File: src/rtl/pixel_sink_fifo.sv
// pixel_sink_fifo: buffers pixels from the decoder and releases one per
// display pixel enable across a fixed-length active line. Starved requests
// emit black pixels and latch a sticky underflow flag.
module pixel_sink_fifo #(
  parameter int DEPTH      = 16,
  parameter int LINE_WIDTH = 384
) (
  input  logic                     clk,
  input  logic                     reset,
  input  logic                     in_write,
  input  logic [7:0]               in_pixel,
  output logic                     in_strobe,
  input  logic                     pix_en,
  input  logic                     line_start,
  output logic [7:0]               out_pixel,
  output logic                     out_valid,
  output logic                     underflow,
  input  logic                     clear_underflow,
  output logic [$clog2(DEPTH):0]   level
);

  localparam int AW = $clog2(DEPTH);

  localparam logic ST_IDLE   = 1'b0;
  localparam logic ST_ACTIVE = 1'b1;

  localparam logic [11:0] LAST_COL = 12'(LINE_WIDTH - 1);
  localparam logic [AW:0] FULL_LEVEL = (AW + 1)'(DEPTH);

  logic [7:0]    mem [DEPTH];
  logic [AW-1:0] wr_ptr_reg;
  logic [AW-1:0] rd_ptr_reg;
  logic [AW:0]   level_reg;
  logic          state_reg;
  logic          state_next;
  logic [11:0]   col_reg;
  logic [11:0]   col_next;
  logic [11:0]   col_cur;
  logic [7:0]    out_pixel_reg;
  logic          out_valid_reg;
  logic          underflow_reg;

  logic full;
  logic empty;
  logic push;
  logic service;
  logic pop;

  // Full/empty come from the registered level, so a pop never frees room
  // for a push in the same cycle.
  assign full    = (level_reg == FULL_LEVEL);
  assign empty   = (level_reg == '0);
  assign push    = in_write & ~full & ~reset;
  assign service = (state_reg == ST_ACTIVE) & pix_en;
  assign pop     = service & ~empty;

  // A line_start coinciding with a pixel enable makes that pixel column 0.
  assign col_cur = line_start ? 12'd0 : col_reg;

  assign in_strobe = push;
  assign out_pixel = out_pixel_reg;
  assign out_valid = out_valid_reg;
  assign underflow = underflow_reg;
  assign level     = level_reg;

  // Line sequencing: count serviced pixels, drop to idle after the last one.
  always_comb begin
    state_next = state_reg;
    col_next   = col_reg;
    if (service) begin
      if (col_cur == LAST_COL) begin
        state_next = ST_IDLE;
        col_next   = 12'd0;
      end else begin
        col_next = col_cur + 12'd1;
      end
    end else if (line_start) begin
      state_next = ST_ACTIVE;
      col_next   = 12'd0;
    end
  end

  // Storage array; contents need no reset because the pointers define validity.
  always_ff @(posedge clk) begin
    if (push) begin
      mem[wr_ptr_reg] <= in_pixel;
    end
  end

  // Pointers, occupancy and line state.
  always_ff @(posedge clk or posedge reset) begin
    if (reset) begin
      wr_ptr_reg <= '0;
      rd_ptr_reg <= '0;
      level_reg  <= '0;
      state_reg  <= ST_IDLE;
      col_reg    <= 12'd0;
    end else begin
      if (push) begin
        wr_ptr_reg <= wr_ptr_reg + 1'b1;
      end
      if (pop) begin
        rd_ptr_reg <= rd_ptr_reg + 1'b1;
      end
      case ({push, pop})
        2'b10:   level_reg <= level_reg + 1'b1;
        2'b01:   level_reg <= level_reg - 1'b1;
        default: level_reg <= level_reg;
      endcase
      state_reg <= state_next;
      col_reg   <= col_next;
    end
  end

  // Output pixel register: popped data, or black when starved.
  always_ff @(posedge clk or posedge reset) begin
    if (reset) begin
      out_pixel_reg <= 8'h00;
      out_valid_reg <= 1'b0;
      underflow_reg <= 1'b0;
    end else begin
      out_valid_reg <= service;
      if (service) begin
        out_pixel_reg <= pop ? mem[rd_ptr_reg] : 8'h00;
      end
      if (service && empty) begin
        underflow_reg <= 1'b1;
      end else if (clear_underflow) begin
        underflow_reg <= 1'b0;
      end
    end
  end

endmodule

File: config.mk
export PLATFORM = sky130hd
export DESIGN_NAME = pixel_sink_fifo
export DESIGN_NICKNAME = d
export VERILOG_FILES = /design/src/rtl/pixel_sink_fifo.sv
export SDC_FILE = /design/constraint.sdc
export NUM_CORES = 1
export LEC_CHECK = 0
export ABC_AREA = 1
export CAP_MARGIN = 10
export CELL_PAD_IN_SITES_DETAIL_PLACEMENT = 0
export CELL_PAD_IN_SITES_GLOBAL_PLACEMENT = 1
export CORE_MARGIN = 4
export CORE_UTILIZATION = 47
export DETAILED_ROUTE_END_ITERATION = 12
export PLACE_DENSITY_LB_ADDON = 0.1
export SLEW_MARGIN = 0
export SYNTH_ARGS = -nofsm -noshare
export SYNTH_HDL_FRONTEND = slang
export SYNTH_SLANG_ARGS = --single-unit
File: constraint.sdc
create_clock -name clk -period 3.4 [get_ports clk]
set_clock_uncertainty 0.05 [all_clocks]
set_input_delay 0.51 -clock clk [delete_from_list [all_inputs] [get_ports clk]]
set_output_delay 0.51 -clock clk [all_outputs]
set_load 0.02 [all_outputs]
# Word-level counts from Yosys, hierarchy flattened
# Memory sizes are Yosys's and may differ from the RTL's.
# Index checks and enable logic that the tools add are counted.
# Widths: inputs -> output; s select.
# op_classes
n_bitwise	7
n_addsub	5
div_mod_pow	0
multipliers	0
shift	0
muxes	12
order_cmp	0
eq_ne	5
reduce_logical	6
# ops
op	n
$mux 12	3
$add 12x1->12 const B	1
$eq 12x9->1 const B	1
$pmux 5 s2	1
$add 4x1->4 const B	2
$mux 8	1
$mux 1	7
$reduce_bool 2->1	3
$add 5x1->5 const B	1
$eq 5x5->1 const B	1
$logic_not 5->1	1
$sub 5x1->5 const B	1
$and 1x1->1	4
$not 1->1	3
$eq 2x1->1 const B	1
$eq 2x2->1 const B	1
$ne 2x1->1 const B	1
$reduce_and 2->1	1
$logic_and 1x1->1	1
# word_totals
output_inout_bits	16
input_bits	14
latchBits	0
mem_bits_rw	128
rom_bits	0
n_memories	1
reg_bits	36
# mem_list
memory	words	word_bits	read_ports	rd_ports_with_merged_regs	write_ports	line	source
mem	16	8	1	0	1	30	logic [7:0] mem [DEPTH];

# Longest topological paths before layout
# logic_depth
ltp_word	6
ltp_mapped	16
depth_no_buf	15

# Worst setup path before layout
# No wires, ideal clock.
# synth_timing
path_type	in2reg
from	input reset
to	register level_reg[4] (netlist: level[4])
stages	13
setup_ns	0.117
arrival_time_ns	2.828
setup_slack_ns	0.405
cell_sequence	inv_1 -> nand3_2 -> buf_2 -> ha_1 -> xor2_1 -> ha_1 -> inv_1 -> nand2_1 -> nand3_1 -> nand2_1 -> xor2_1 -> nand2_1 -> nand2_1
# synth_between
elab_chain_len	4
elab_cells_between_ends	6
cone_classes	eq/ne (2); mux (1); bitwise (2); reduce/logical (1)
# synth_rtl
element	line	source
start, declared	9	input logic reset,
$not 1->1 *	53	assign push = in_write & ~full & ~reset;
$and 1x1->1 *	53	
$eq 2x1->1 / $eq 2x2->1 (equally long branches)	105	case ({push, pop})
$pmux 5 s2 / $reduce_bool 2->1 (equally long branches)	-	
end signal, assigned	106	2'b10: level_reg <= level_reg + 1'b1;
end signal, assigned	107	2'b01: level_reg <= level_reg - 1'b1;
end signal, assigned	108	default: level_reg <= level_reg;
end, declared	33	logic [AW:0] level_reg;
# Mark *: on every way between the ends. The rest lies on a longest branch, timed or not.
# A chain may end at the register's enable or synchronous reset.

# Worst setup path after layout
# layout_timing
from	register level_reg[1] (netlist: level[1])
to	register level_reg[4] (netlist: level[4])
# layout_between
elab_chain_len	6
elab_cells_between_ends	13
cone_classes	add/sub (2); eq/ne (3); mux (1); bitwise (5); reduce/logical (2)
# layout_rtl
element	line	source
$eq 5x5->1	51	assign full = (level_reg == FULL_LEVEL);
$not 1->1	53	
$and 1x1->1 (2 in series)	53	
$eq 2x1->1 / $eq 2x2->1 (equally long branches)	105	
$pmux 5 s2 / $reduce_bool 2->1 (equally long branches)	-	
# Several ways; a longest one is shown, not always the timed one.

==> flow_metrics.tcl <==
set metrics [dict create \
    areaGrowthSynthToFinish_pct 14.47 \
    seqPwrFrac_pct 38.7 \
    synth_cells 777 \
    max_stage_delay_ns 0.43 \
    max_cap_viol_count 0 \
    setup_viol 0 \
    synth_edf_count 128 \
    synth_nets 801 \
    outcome "complete, no violations" \
    ys_async_sr_fraction_pct 21.95 \
    setup_slack_ns 0.8481 \
    required_ns 3.72 \
    cts_tree "done" \
    grt_pass1_vias 4976 \
    whs_ns 0.4293 \
    dp.cells 1007 \
    cts-buffers-inserted 17 \
    placed_area_um2 8021 \
    critical_path_class "flop to flop" \
    comb_power_share_pct 33.1 \
    max_freq_ghz 0.3919 \
    final_common_cell "nand2_1" \
    p_sw_share_pct 36.92 \
    clock_sinks 164 \
    antennaDiodeCount 0 \
    clock_power_share_pct 28.2 \
    final_cell_mix "nand2_1 (270), edfxtp_1 (128), inv_1 (104)" \
    ys.flop_type "edfxtp_1" \
    die_x_um 134.4 \
    finalPower_mw 6.583 \
    clock-root-buffer "clkbuf_16" \
    final_cell_area_um2 8589 \
    drt-wirelength-per-cell_um 15.73 \
    wirelength_mm 16.32 \
    crit_slowest_cell "dfrtp_1" \
    largest_register_ffs 128 \
    internal_power_mw 4.152 \
    r2r-end "level[4]" \
    die-area_um2 18050 \
    clk_pin_slew_worst_paths_ns 0.07 \
    crit_end "level[4]" \
    worstPathMaxFanout 13 \
    finalCoreUtilization_pct 55.68 \
    post_cts_resized 0 \
    io_buffers 29 \
    ff2ff_path_depth 15 \
    clk-insertion-delay-late_ns 0.43 \
    ys_ff_latch 164 \
    place_ws_ns 0.4802 \
    ios 30 \
    cts_max_level 4 \
    via_per_inst 4.980 \
    gp_congestion 0.8452 \
    drive_gt1_share_pct 8.102 \
    post-cts-setup-buffer-count 0 \
    p_sw_mw 2.431 \
    syn_area_um2 7503 \
    drtAntennaViolNets 0 \
    vias 5169 \
    tightest_slew_ns 1.044 \
    row_count 45 \
    cts_buffer_depth 2 \
    synth.distinct_cells 34 \
    maxSlewViolCount 0 \
    final.period_utilization_pct 75.06 \
    grt_setup_unrepaired "no" \
    grt_usage_pct 19.21 \
    path_cells "nor2_1 -> nand2_1 -> or2_1 -> nand2_2 -> inv_2 -> ha_1 -> xor2_1 -> ha_1 -> inv_1 -> nand2_1 -> nand3_1 -> nand2_1 -> xor2_1 -> nand2_1 -> nand2_1" \
    drc 0 \
    grt_max_degree 71 \
    holdBufCountCts 0 \
    critPathCaptureType "flop" \
    antenna_found_initial 0 \
    setup-tns-final_ns 0 \
    fp.dieH_um 134.4 \
    hold_violations 0 \
    min_path_type "flop to flop" \
    dp_hpwl_mm 10.76 \
    critPathLaunchType "flop" \
    avgSynthCellArea_um2 9.657 \
    final.min_clock_period_ns 2.552 \
    power_per_cell_area_nw_per_um2 766.4 \
    fillCellCount 1382 \
    nets 839 \
    core_um2 15430 \
    startpoint "level[1]" \
    stdcell_count 1038 \
    cp.arrival_ns 2.87 \
    grt.overflow.total 0 \
    start_util_pct 48.64 \
    reg2reg_from "level[1]" \
    ir_worst_vdd_mv 0.4493 \
    slew_headroom_pct 30.28 \
    yosysSeqAreaShare_pct 63.23 \
    synth_warnings 0 \
    drtPass1Iterations 4 \
    ff2ff_setup_slack_ns 0.85 \
    cpMostUsedCell "nand2_1" \
    drtIter0Drc 348 \
    grt_pass1_wl_mm 26.54 \
    p_leak_nw 3.742 \
]
## cells by family (layout without fill, tap and decap cells)
kind of cell / Yosys count / in the layout / share of synthesized area [%]
xor+xnor: 12 / 12 / 1.401
simple gates: 435 / 435 / 24.38
fa+ha+maj: 10 / 10 / 1.668
compound gates: 19 / 19 / 1.568
flops: 164 / 164 / 63.23
buf+inv: 137 / 187 / 7.754
## critical path: cells and delay by family, from the launching register on
kind,cells,cell delay (ns)
xor gates and xnor gates,2,0.36
adders and majority gates,2,0.49
buffers and inverters,2,0.17
DFF,1,0.43
and+or+nand+nor,9,0.99
## synthesized netlist by cell type, types with 4 or more instances
cell type / count / area [µm²]
nor2_1: 50 / 187.7
nand2_1: 270 / 1013
o211ai_1: 4 / 30.03
nand3_1: 92 / 460.4
inv_2: 5 / 18.77
buf_2: 15 / 75.07
dfrtp_1: 36 / 900.9
nor2_2: 4 / 25.02
nand4_1: 4 / 25.02
o21ai_0: 6 / 30.03
clkbuf_1: 4 / 15.01
ha_1: 10 / 125.1
buf_6: 5 / 56.30
edfxtp_1: 128 / 3844
xor2_1: 9 / 78.83
inv_1: 104 / 390.4
## final cells by class
class | count | area (µm²) | area share, %
Tap cell | 211 | 264.0 | 3.074
Timing Repair Buffer | 47 | 425.4 | 4.953
Clock inverter | 13 | 138.9 | 1.617
Clock buffer | 18 | 429.2 | 4.996
Multi-Input combinational cell | 476 | 2177 | 25.35
Sequential cell | 164 | 4746 | 55.25
Inverter | 109 | 409.1 | 4.763
## how the worst min path moves through the flow
stage,end,from,cells after the start,slack [ns]
after floorplan,state_reg,state_reg,2,0.44
after global placement,out_pixel[3],out_pixel[3],2,0.41
after detailed placement,out_pixel[1],out_pixel[1],2,0.42
after CTS,out_pixel[1],out_pixel[1],2,0.43
after global routing,out_pixel[2],out_pixel[2],2,0.47
final,out_pixel[1],out_pixel[1],2,0.43
## layer usage
metal | wire length, µm | vias to the layer above | track usage, %
met5 | 0 | - | 0
met4 | 204 | 0 | 5.317
met3 | 583 | 17 | 4.651
met2 | 7940 | 75 | 31.03
met1 | 7594 | 2509 | 26.15
li1 | - | 2568 | -
## power groups by stage
stage / clock (mW) / sequential (mW) / combinational, mW
2_1_floorplan: 0 / 2.62 / 1.46
3_3_place_gp: 0 / 2.59 / 2.17
3_5_place_dp: 0 / 2.59 / 2.20
4_1_cts: 1.89 / 2.55 / 2.21
5_1_grt: 1.98 / 2.58 / 2.47
6_report: 1.85 / 2.55 / 2.18
Note: power is estimated with default switching activity, not from simulation.
